## src/rtl/spram_access_pkg.sv

```systemverilog
// spram_access_pkg: size encodings, controller states and lane masks shared by the SPRAM initiator
package spram_access_pkg;
    typedef enum logic [1:0] {SZ_BYTE = 2'b00, SZ_HALF = 2'b01, SZ_WORD = 2'b10, SZ_ILL = 2'b11} size_e;
    typedef enum logic [2:0] {ST_IDLE, ST_ACCESS, ST_CAPTURE, ST_RESP, ST_STANDBY, ST_WAKE} state_e;
    localparam logic [7:0] MASK_BYTE = 8'h03;
    localparam logic [7:0] MASK_HALF = 8'h0F;
    localparam logic [7:0] MASK_WORD = 8'hFF;
    function automatic logic bad_access(input size_e s, input logic [1:0] o);
        return s == SZ_ILL || (s == SZ_HALF && o[0]) || (s == SZ_WORD && o != 2'b00);
    endfunction
endpackage

```

## src/rtl/spram_access_ctrl_if.sv

```systemverilog
// spram_access_ctrl_if: processor request/response and SPRAM port bundle
interface spram_access_ctrl_if;
    logic        req_valid;
    logic        req_ready;
    logic        req_write;
    logic [1:0]  req_size;
    logic        req_unsigned;
    logic [16:0] req_addr;
    logic [31:0] req_wdata;
    logic        rsp_valid;
    logic [31:0] rsp_rdata;
    logic        rsp_err;
    logic [14:0] mem_addr;
    logic [31:0] mem_data_in;
    logic [7:0]  mem_mask_wren;
    logic        mem_wren;
    logic        mem_chip_sel;
    logic        mem_standby;
    logic        mem_sleep;
    logic        mem_poweroff;
    logic [31:0] mem_data_out;
    modport slave (
        input  req_valid, req_write, req_size, req_unsigned, req_addr, req_wdata, mem_data_out,
        output req_ready, rsp_valid, rsp_rdata, rsp_err, mem_addr, mem_data_in, mem_mask_wren,
               mem_wren, mem_chip_sel, mem_standby, mem_sleep, mem_poweroff
    );
    modport master (
        output req_valid, req_write, req_size, req_unsigned, req_addr, req_wdata, mem_data_out,
        input  req_ready, rsp_valid, rsp_rdata, rsp_err, mem_addr, mem_data_in, mem_mask_wren,
               mem_wren, mem_chip_sel, mem_standby, mem_sleep, mem_poweroff
    );
endinterface

```

## src/rtl/mem_lane_align.sv

```systemverilog
// mem_lane_align: store lane replication/nibble mask and load lane extraction/extension
module mem_lane_align
    import spram_access_pkg::*;
(
    input  size_e       i_st_size,
    input  logic [1:0]  i_st_off,
    input  logic [31:0] i_st_data,
    output logic [31:0] o_st_data,
    output logic [7:0]  o_st_mask,
    input  size_e       i_ld_size,
    input  logic [1:0]  i_ld_off,
    input  logic        i_ld_unsigned,
    input  logic [31:0] i_ld_data,
    output logic [31:0] o_ld_data
);
    logic [31:0] w_shifted;
    always_comb begin
        o_st_data = i_st_size == SZ_BYTE ? {4{i_st_data[7:0]}} :
                    i_st_size == SZ_HALF ? {2{i_st_data[15:0]}} : i_st_data;
        o_st_mask = i_st_size == SZ_BYTE ? MASK_BYTE << {i_st_off, 1'b0} :
                    i_st_size == SZ_HALF ? MASK_HALF << {i_st_off[1], 2'b00} : MASK_WORD;
        w_shifted = i_ld_data >> {i_ld_off, 3'b000};
        o_ld_data = i_ld_size == SZ_BYTE ? {{24{~i_ld_unsigned & w_shifted[7]}}, w_shifted[7:0]} :
                    i_ld_size == SZ_HALF ? {{16{~i_ld_unsigned & w_shifted[15]}}, w_shifted[15:0]} : w_shifted;
    end
endmodule

```

## src/rtl/spram_access_ctrl.sv

```systemverilog
// spram_access_ctrl: single-outstanding load/store initiator for the banked SPRAM with idle standby
module spram_access_ctrl
    import spram_access_pkg::*;
#(
    parameter int IDLE_TIMEOUT = 64
) (
    input  logic clk,
    input  logic reset_n,
    spram_access_ctrl_if.slave bus
);
    localparam logic [7:0] LAST_IDLE = 8'(IDLE_TIMEOUT - 1);
    state_e      r_state;
    logic [7:0]  r_idle_cnt;
    logic        r_ready, r_rsp_valid, r_rsp_err, r_wren, r_cs, r_standby;
    logic [31:0] r_rsp_rdata, r_din;
    logic [14:0] r_addr;
    logic [7:0]  r_mask;
    logic        r_write, r_unsigned;
    size_e       r_size;
    logic [1:0]  r_off;
    size_e       w_size;
    logic [31:0] w_st_data, w_ld_data;
    logic [7:0]  w_st_mask;
    assign w_size = size_e'(bus.req_size);
    mem_lane_align u_align (
        .i_st_size(w_size), .i_st_off(bus.req_addr[1:0]), .i_st_data(bus.req_wdata),
        .o_st_data(w_st_data), .o_st_mask(w_st_mask),
        .i_ld_size(r_size), .i_ld_off(r_off), .i_ld_unsigned(r_unsigned),
        .i_ld_data(bus.mem_data_out), .o_ld_data(w_ld_data)
    );
    assign bus.req_ready     = r_ready;
    assign bus.rsp_valid     = r_rsp_valid;
    assign bus.rsp_rdata     = r_rsp_rdata;
    assign bus.rsp_err       = r_rsp_err;
    assign bus.mem_addr      = r_addr;
    assign bus.mem_data_in   = r_din;
    assign bus.mem_mask_wren = r_mask;
    assign bus.mem_wren      = r_wren;
    assign bus.mem_chip_sel  = r_cs;
    assign bus.mem_standby   = r_standby;
    assign bus.mem_sleep     = 1'b0;
    assign bus.mem_poweroff  = 1'b0;
    always_ff @(posedge clk) begin
        if (!reset_n) begin
            r_state     <= ST_IDLE;
            r_idle_cnt  <= '0;
            r_ready     <= 1'b1;
            r_rsp_valid <= 1'b0;
            r_rsp_err   <= 1'b0;
            r_rsp_rdata <= '0;
            r_addr      <= '0;
            r_din       <= '0;
            r_mask      <= '0;
            r_wren      <= 1'b0;
            r_cs        <= 1'b0;
            r_standby   <= 1'b0;
            r_write     <= 1'b0;
            r_unsigned  <= 1'b0;
            r_size      <= SZ_BYTE;
            r_off       <= '0;
        end else begin
            r_idle_cnt <= '0;
            case (r_state)
                ST_IDLE: begin
                    if (bus.req_valid) begin
                        r_ready    <= 1'b0;
                        r_write    <= bus.req_write;
                        r_unsigned <= bus.req_unsigned;
                        r_size     <= w_size;
                        r_off      <= bus.req_addr[1:0];
                        if (bad_access(w_size, bus.req_addr[1:0])) begin
                            r_rsp_valid <= 1'b1;
                            r_rsp_err   <= 1'b1;
                            r_rsp_rdata <= '0;
                            r_state     <= ST_RESP;
                        end else begin
                            r_cs    <= 1'b1;
                            r_wren  <= bus.req_write;
                            r_addr  <= bus.req_addr[16:2];
                            r_din   <= w_st_data;
                            r_mask  <= bus.req_write ? w_st_mask : 8'h00;
                            r_state <= ST_ACCESS;
                        end
                    end else if (r_idle_cnt == LAST_IDLE) begin
                        r_ready   <= 1'b0;
                        r_standby <= 1'b1;
                        r_state   <= ST_STANDBY;
                    end else begin
                        r_idle_cnt <= r_idle_cnt + 8'd1;
                    end
                end
                ST_ACCESS: begin
                    r_cs   <= 1'b0;
                    r_wren <= 1'b0;
                    r_mask <= '0;
                    if (r_write) begin
                        r_rsp_valid <= 1'b1;
                        r_rsp_err   <= 1'b0;
                        r_rsp_rdata <= '0;
                        r_state     <= ST_RESP;
                    end else begin
                        r_state <= ST_CAPTURE;
                    end
                end
                ST_CAPTURE: begin
                    r_rsp_valid <= 1'b1;
                    r_rsp_err   <= 1'b0;
                    r_rsp_rdata <= w_ld_data;
                    r_state     <= ST_RESP;
                end
                ST_RESP: begin
                    r_rsp_valid <= 1'b0;
                    r_ready     <= 1'b1;
                    r_state     <= ST_IDLE;
                end
                ST_STANDBY: begin
                    if (bus.req_valid) begin
                        r_standby <= 1'b0;
                        r_state   <= ST_WAKE;
                    end
                end
                ST_WAKE: begin
                    r_ready <= 1'b1;
                    r_state <= ST_IDLE;
                end
                default: begin
                    r_ready <= 1'b1;
                    r_state <= ST_IDLE;
                end
            endcase
        end
    end
endmodule
```

## src/flat_wrapper.sv

```systemverilog
// flat-port wrapper written by rule: the top's interface ports become plain ports
module spram_access_ctrl_flat import spram_access_pkg::*;
#(
    parameter int IDLE_TIMEOUT = 64
)
  (clk, reset_n, bus_req_valid, bus_req_write, bus_req_size, bus_req_unsigned, bus_req_addr, bus_req_wdata, bus_mem_data_out, bus_req_ready, bus_rsp_valid, bus_rsp_rdata, bus_rsp_err, bus_mem_addr, bus_mem_data_in, bus_mem_mask_wren, bus_mem_wren, bus_mem_chip_sel, bus_mem_standby, bus_mem_sleep, bus_mem_poweroff);
  spram_access_ctrl_if bus_i ();
  input  logic clk;
  input  logic reset_n;
  input wire logic [$bits(bus_i.req_valid)-1:0] bus_req_valid;
  input wire logic [$bits(bus_i.req_write)-1:0] bus_req_write;
  input wire logic [$bits(bus_i.req_size)-1:0] bus_req_size;
  input wire logic [$bits(bus_i.req_unsigned)-1:0] bus_req_unsigned;
  input wire logic [$bits(bus_i.req_addr)-1:0] bus_req_addr;
  input wire logic [$bits(bus_i.req_wdata)-1:0] bus_req_wdata;
  input wire logic [$bits(bus_i.mem_data_out)-1:0] bus_mem_data_out;
  output wire logic [$bits(bus_i.req_ready)-1:0] bus_req_ready;
  output wire logic [$bits(bus_i.rsp_valid)-1:0] bus_rsp_valid;
  output wire logic [$bits(bus_i.rsp_rdata)-1:0] bus_rsp_rdata;
  output wire logic [$bits(bus_i.rsp_err)-1:0] bus_rsp_err;
  output wire logic [$bits(bus_i.mem_addr)-1:0] bus_mem_addr;
  output wire logic [$bits(bus_i.mem_data_in)-1:0] bus_mem_data_in;
  output wire logic [$bits(bus_i.mem_mask_wren)-1:0] bus_mem_mask_wren;
  output wire logic [$bits(bus_i.mem_wren)-1:0] bus_mem_wren;
  output wire logic [$bits(bus_i.mem_chip_sel)-1:0] bus_mem_chip_sel;
  output wire logic [$bits(bus_i.mem_standby)-1:0] bus_mem_standby;
  output wire logic [$bits(bus_i.mem_sleep)-1:0] bus_mem_sleep;
  output wire logic [$bits(bus_i.mem_poweroff)-1:0] bus_mem_poweroff;
  assign bus_i.req_valid = bus_req_valid;
  assign bus_i.req_write = bus_req_write;
  assign bus_i.req_size = bus_req_size;
  assign bus_i.req_unsigned = bus_req_unsigned;
  assign bus_i.req_addr = bus_req_addr;
  assign bus_i.req_wdata = bus_req_wdata;
  assign bus_i.mem_data_out = bus_mem_data_out;
  assign bus_req_ready = bus_i.req_ready;
  assign bus_rsp_valid = bus_i.rsp_valid;
  assign bus_rsp_rdata = bus_i.rsp_rdata;
  assign bus_rsp_err = bus_i.rsp_err;
  assign bus_mem_addr = bus_i.mem_addr;
  assign bus_mem_data_in = bus_i.mem_data_in;
  assign bus_mem_mask_wren = bus_i.mem_mask_wren;
  assign bus_mem_wren = bus_i.mem_wren;
  assign bus_mem_chip_sel = bus_i.mem_chip_sel;
  assign bus_mem_standby = bus_i.mem_standby;
  assign bus_mem_sleep = bus_i.mem_sleep;
  assign bus_mem_poweroff = bus_i.mem_poweroff;
  spram_access_ctrl #(.IDLE_TIMEOUT(IDLE_TIMEOUT)) u_core (.clk(clk), .reset_n(reset_n), .bus(bus_i));
endmodule
```

## config.mk

```make
export PLATFORM = sky130hd
export DESIGN_NAME = spram_access_ctrl_flat
export DESIGN_NICKNAME = d
export VERILOG_FILES = /design/src/rtl/spram_access_pkg.sv /design/src/rtl/spram_access_ctrl_if.sv /design/src/rtl/mem_lane_align.sv /design/src/rtl/spram_access_ctrl.sv /design/src/flat_wrapper.sv
export SDC_FILE = /design/constraint.sdc
export NUM_CORES = 1
export LEC_CHECK = 0
export CAP_MARGIN = 20
export CORE_ASPECT_RATIO = 1.25
export CORE_UTILIZATION = 42
export CTS_BUF_LIST = sky130_fd_sc_hd__clkbuf_2 sky130_fd_sc_hd__clkbuf_4 sky130_fd_sc_hd__clkbuf_8
export DETAILED_ROUTE_END_ITERATION = 7
export DONT_BUFFER_PORTS = 1
export HOLD_SLACK_MARGIN = 0.12
export PLACE_DENSITY_LB_ADDON = 0.08
export SYNTH_ARGS = -nofsm -noshare
export SYNTH_HDL_FRONTEND = slang
export SYNTH_SLANG_ARGS = --single-unit
```

## constraint.sdc

```tcl
create_clock -name clk -period 2.3 [get_ports clk]
set_clock_uncertainty 0.2 [all_clocks]
set_input_delay 0.46 -clock clk [delete_from_list [all_inputs] [get_ports clk]]
set_output_delay 0.46 -clock clk [all_outputs]
set_load 0.01 [all_outputs]
```

==> flow_summary.json <==
{
  "drive_gt1_share_pct": 11.1,
  "post_cts_hold_fix_bufs": 44,
  "netlist.top_cell.by_area": "dfxtp_1",
  "number_of_cells_produced_by_synthesis": 526,
  "cts_resized": 0,
  "max_stage_delay_ps": 590,
  "cts_setup_buffers": 0,
  "drv_slew": 0,
  "clkPwrFrac_pct": 30.4,
  "dpl-instance-area_sq_mm": 0.00483,
  "setup.worst_path.end": "u_core.bus.rsp_rdata[26]",
  "portBuffers": 0,
  "global_route_wire_length_before_repair_um": 20600,
  "share_of_the_core_filled_with_cells_in_the_final_layout_pct": 49.3,
  "row_count": 43,
  "worstSetupStartpoint": "u_core.r_state[1]",
  "multiInputGateArea_sq_mm": 0.00241,
  "max-cap-violations": 0,
  "preCtsSetupSlack_ps": 245,
  "p_per_area_mw_per_mm2": 759,
  "critical_path.reg2reg.endpoint": "u_core.bus.rsp_rdata[26]",
  "crit_path_max_fanout": 13,
  "cts.htree.levels": 3,
  "cp_data_arrival_time_ps": 2200,
  "postLayoutSetupSlackWorst_ps": 206,
  "detailedRoute.firstIterationViolations": 189,
  "timing.hold.worst.class": "input port to register",
  "yosys_warnings": 0,
  "route.detailed.vias_per_inst": 5.70,
  "regToRegSetupSlack_ps": 210,
  "worstSetupPathDepth": 4,
  "ys_seq_elements": 106,
  "number_of_top_level_pins": 183,
  "total_detailed_routing_wirelength_um": 13000,
  "final_antenna_net_count": 0,
  "synth_edf_count": 0,
  "comb_power_share_pct": 16.8,
  "syn-cell-area_sq_mm": 0.00481,
  "placed_cell_count": 626,
  "cts_root_buf": "clkbuf_8",
  "floorplan.die.width_um": 97.7,
  "path_buf_inv": 0,
  "layout_overhead_on_the_synthesized_area_pct": 14.1,
  "cp_data_required_time_ps": 2400,
  "timing.setup.critical_path_class": "register to register",
  "initial_core_util_pct": 43.2,
  "power.static_leakage_nw": 1.96,
  "run_status": "finished, violations left",
  "drc": 30,
  "whs_ps": 139,
  "fill_cells": 1078,
  "grt_pass1_vias": 3860,
  "maxClockFrequency_ghz": 0.478,
  "violations": "DRC",
  "clock_path_buffers": 2,
  "critical_path.startpoint_type": "register",
  "clkSlewWorstSetupHoldPaths_ps": 100,
  "async_reset_ff_share_pct": 0,
  "totalNegativeSetupSlack_ps": 0,
  "clkSinkCount": 106,
  "min_period_over_period_pct": 91.1,
  "final_cells": 686,
  "yosys.cell_count.top_type": "dfxtp_1",
  "worst_skew_pair.late_latency_ps": 360,
  "grt.overflow.total": 0,
  "core-area_sq_mm": 0.0111,
  "gpl.final_weighted_congestion": 0.865,
  "power.share.switching_pct": 28.5,
  "rsz0062_at_grt": "no",
  "synth_top_cells_by_count": "dfxtp_1 (106), nand2_1 (91), nor2_1 (42)",
  "cp_cell_sequence": "and4bb_1 > nand3b_1 > nor2_2 > a221o_1",
  "dieArea_sq_mm": 0.0119,
  "yosysSeqAreaShare_pct": 44.1,
  "regToRegStartpoint": "u_core.r_state[1]",
  "dp_hpwl_um": 9000,
  "tritoncts": "done",
  "area.sequential_sq_mm": 0.00212,
  "critPathSlowestCell": "dfxtp_1",
  "seq_power_share_pct": 52.7,
  "worst-slew-pin-transition_ps": 720,
  "rr_worst_depth": 4,
  "grt_antenna_before_repair": 0,
  "netSwitchingPower_mw": 1.19,
  "final_cell_area_sq_mm": 0.00549,
  "syn_area_per_cell_sq_um": 9.15,
  "slew_headroom_pct": 51.8,
  "hold_violations": 0,
  "synth_top_cell_area_share_pct": 44.1,
  "fp.dieH_um": 122,
  "ys_dominant_reg_cell": "dfxtp_1",
  "p_int_mw": 2.98,
  "design.final.nets": 635,
  "critical_path.top_delay_family": "simple AND/OR/NAND/NOR gates",
  "critical_path.endpoint_type": "register",
  "drt-pass1-iter-count": 7,
  "routedWlPerCell_um": 18.9,
  "report.power.total_mw": 4.16,
  "grt_usage_pct": 22.1,
  "grt_start_max_net_pins": 47,
  "most_area_consuming_cells_after_synthesis": "dfxtp_1 (44%), mux2i_1 (8.3%), nand2_1 (7.1%)",
  "finalSetupViolCount": 0,
  "numCtsBuffers": 9,
  "synth_cell_type_count": 53,
  "count_of_vias_placed_by_the_detailed_router": 3911,
  "vdd_drop_max_mv": 0.290,
  "insertedDiodeCount": 0,
  "timing.final.crit_period_ps": 2090
}
[power groups by stage]
stage	Clock (mW)	Sequential, mW	Combinational, mW
6_report	1.27	2.20	0.701
5_1_grt	1.39	2.22	0.780
3_3_place_gp	0	2.24	0.621
2_1_floorplan	0	2.17	0.577
3_5_place_dp	0	2.24	0.635
4_1_cts	1.31	2.20	0.707
[worst reg2reg max path, delay by kind of cell, from the launching register on]
family / cells / cell delay [ps]
AND/OR/NAND/NOR: 3 / 1050
AO/OA/AOI/OAI: 1 / 200
flip-flops: 1 / 590
[routing by layer]
layer,track usage [%],part of all wire [%],vias up
li1,-,-,1912
met1,26.7,40,1823
met5,0,0,-
met4,9.94,2.7,0
met2,36.7,47,156
met3,6.20,9.8,20
[worst min path at each step]
stage | startpoint | to | slack [ps] | depth (start not counted)
detailed placement | u_core.r_idle_cnt[0] | u_core.r_idle_cnt[0] | 240 | 1
global placement | u_core.r_idle_cnt[0] | u_core.r_idle_cnt[0] | 230 | 1
finish | bus_mem_data_out[24] | u_core.bus.rsp_rdata[8] | 140 | 3
global route | bus_req_wdata[12] | u_core.bus.mem_data_in[12] | 140 | 2
floorplan | u_core.r_idle_cnt[0] | u_core.r_idle_cnt[0] | 220 | 1
CTS | bus_req_wdata[12] | u_core.bus.mem_data_in[12] | 120 | 2
[sequential cells by signal (all words and copies together) (netlist names), 2 cells and up]
name and flops:
u_core.bus.rsp_rdata 32, u_core.r_off 2, u_core.bus.mem_mask_wren 4, u_core.bus.mem_data_in 32, u_core.r_state 3, u_core.r_idle_cnt 8
u_core.bus.mem_addr 15, u_core.r_size 2
[layout make-up]
class / count / share of cell area [%]
flip-flops and latches: 106 / 38.7
inverters: 4 / 0.273
clock buffers: 11 / 2.64
well taps: 135 / 3.08
repair buffers: 54 / 10.1
multi-input cells: 371 / 43.9
clock inverters: 5 / 1.41
[cell usage in the layout (no fill, tap or decap), drive strengths merged, types with 2 or more instances in the layout]
master	instances
dfxtp	106
nand2	91
dlygate4sd3	44
nor2	43
a21oi	43
mux2i	40
o21ai	38
a22o	19
a221o	15
clkbuf	11
a211oi	11
buf	10
mux2	8
a311oi	8
nor3	6
xnor2	5
inv	4
nor2b	3
nand2b	3
o211ai	3
nand3	3
xor2	3
and3	2
o2bb2ai	2
a31oi	2
nand3b	2
conb	2
clkinv	2
bufinv	2
o32ai	2
o21a	2
[cells by family after synthesis]
logic type	Yosys count	share of synthesized area (%)
simple gates	157	13.9
fa+ha+maj	1	0.260
flops	106	44.1
buf+inv	50	5.98
other cells	1	0.0779
compound gates	154	23.6
xor+xnor	8	1.46
mux	49	10.7
Power figures use the tool's default switching activity.
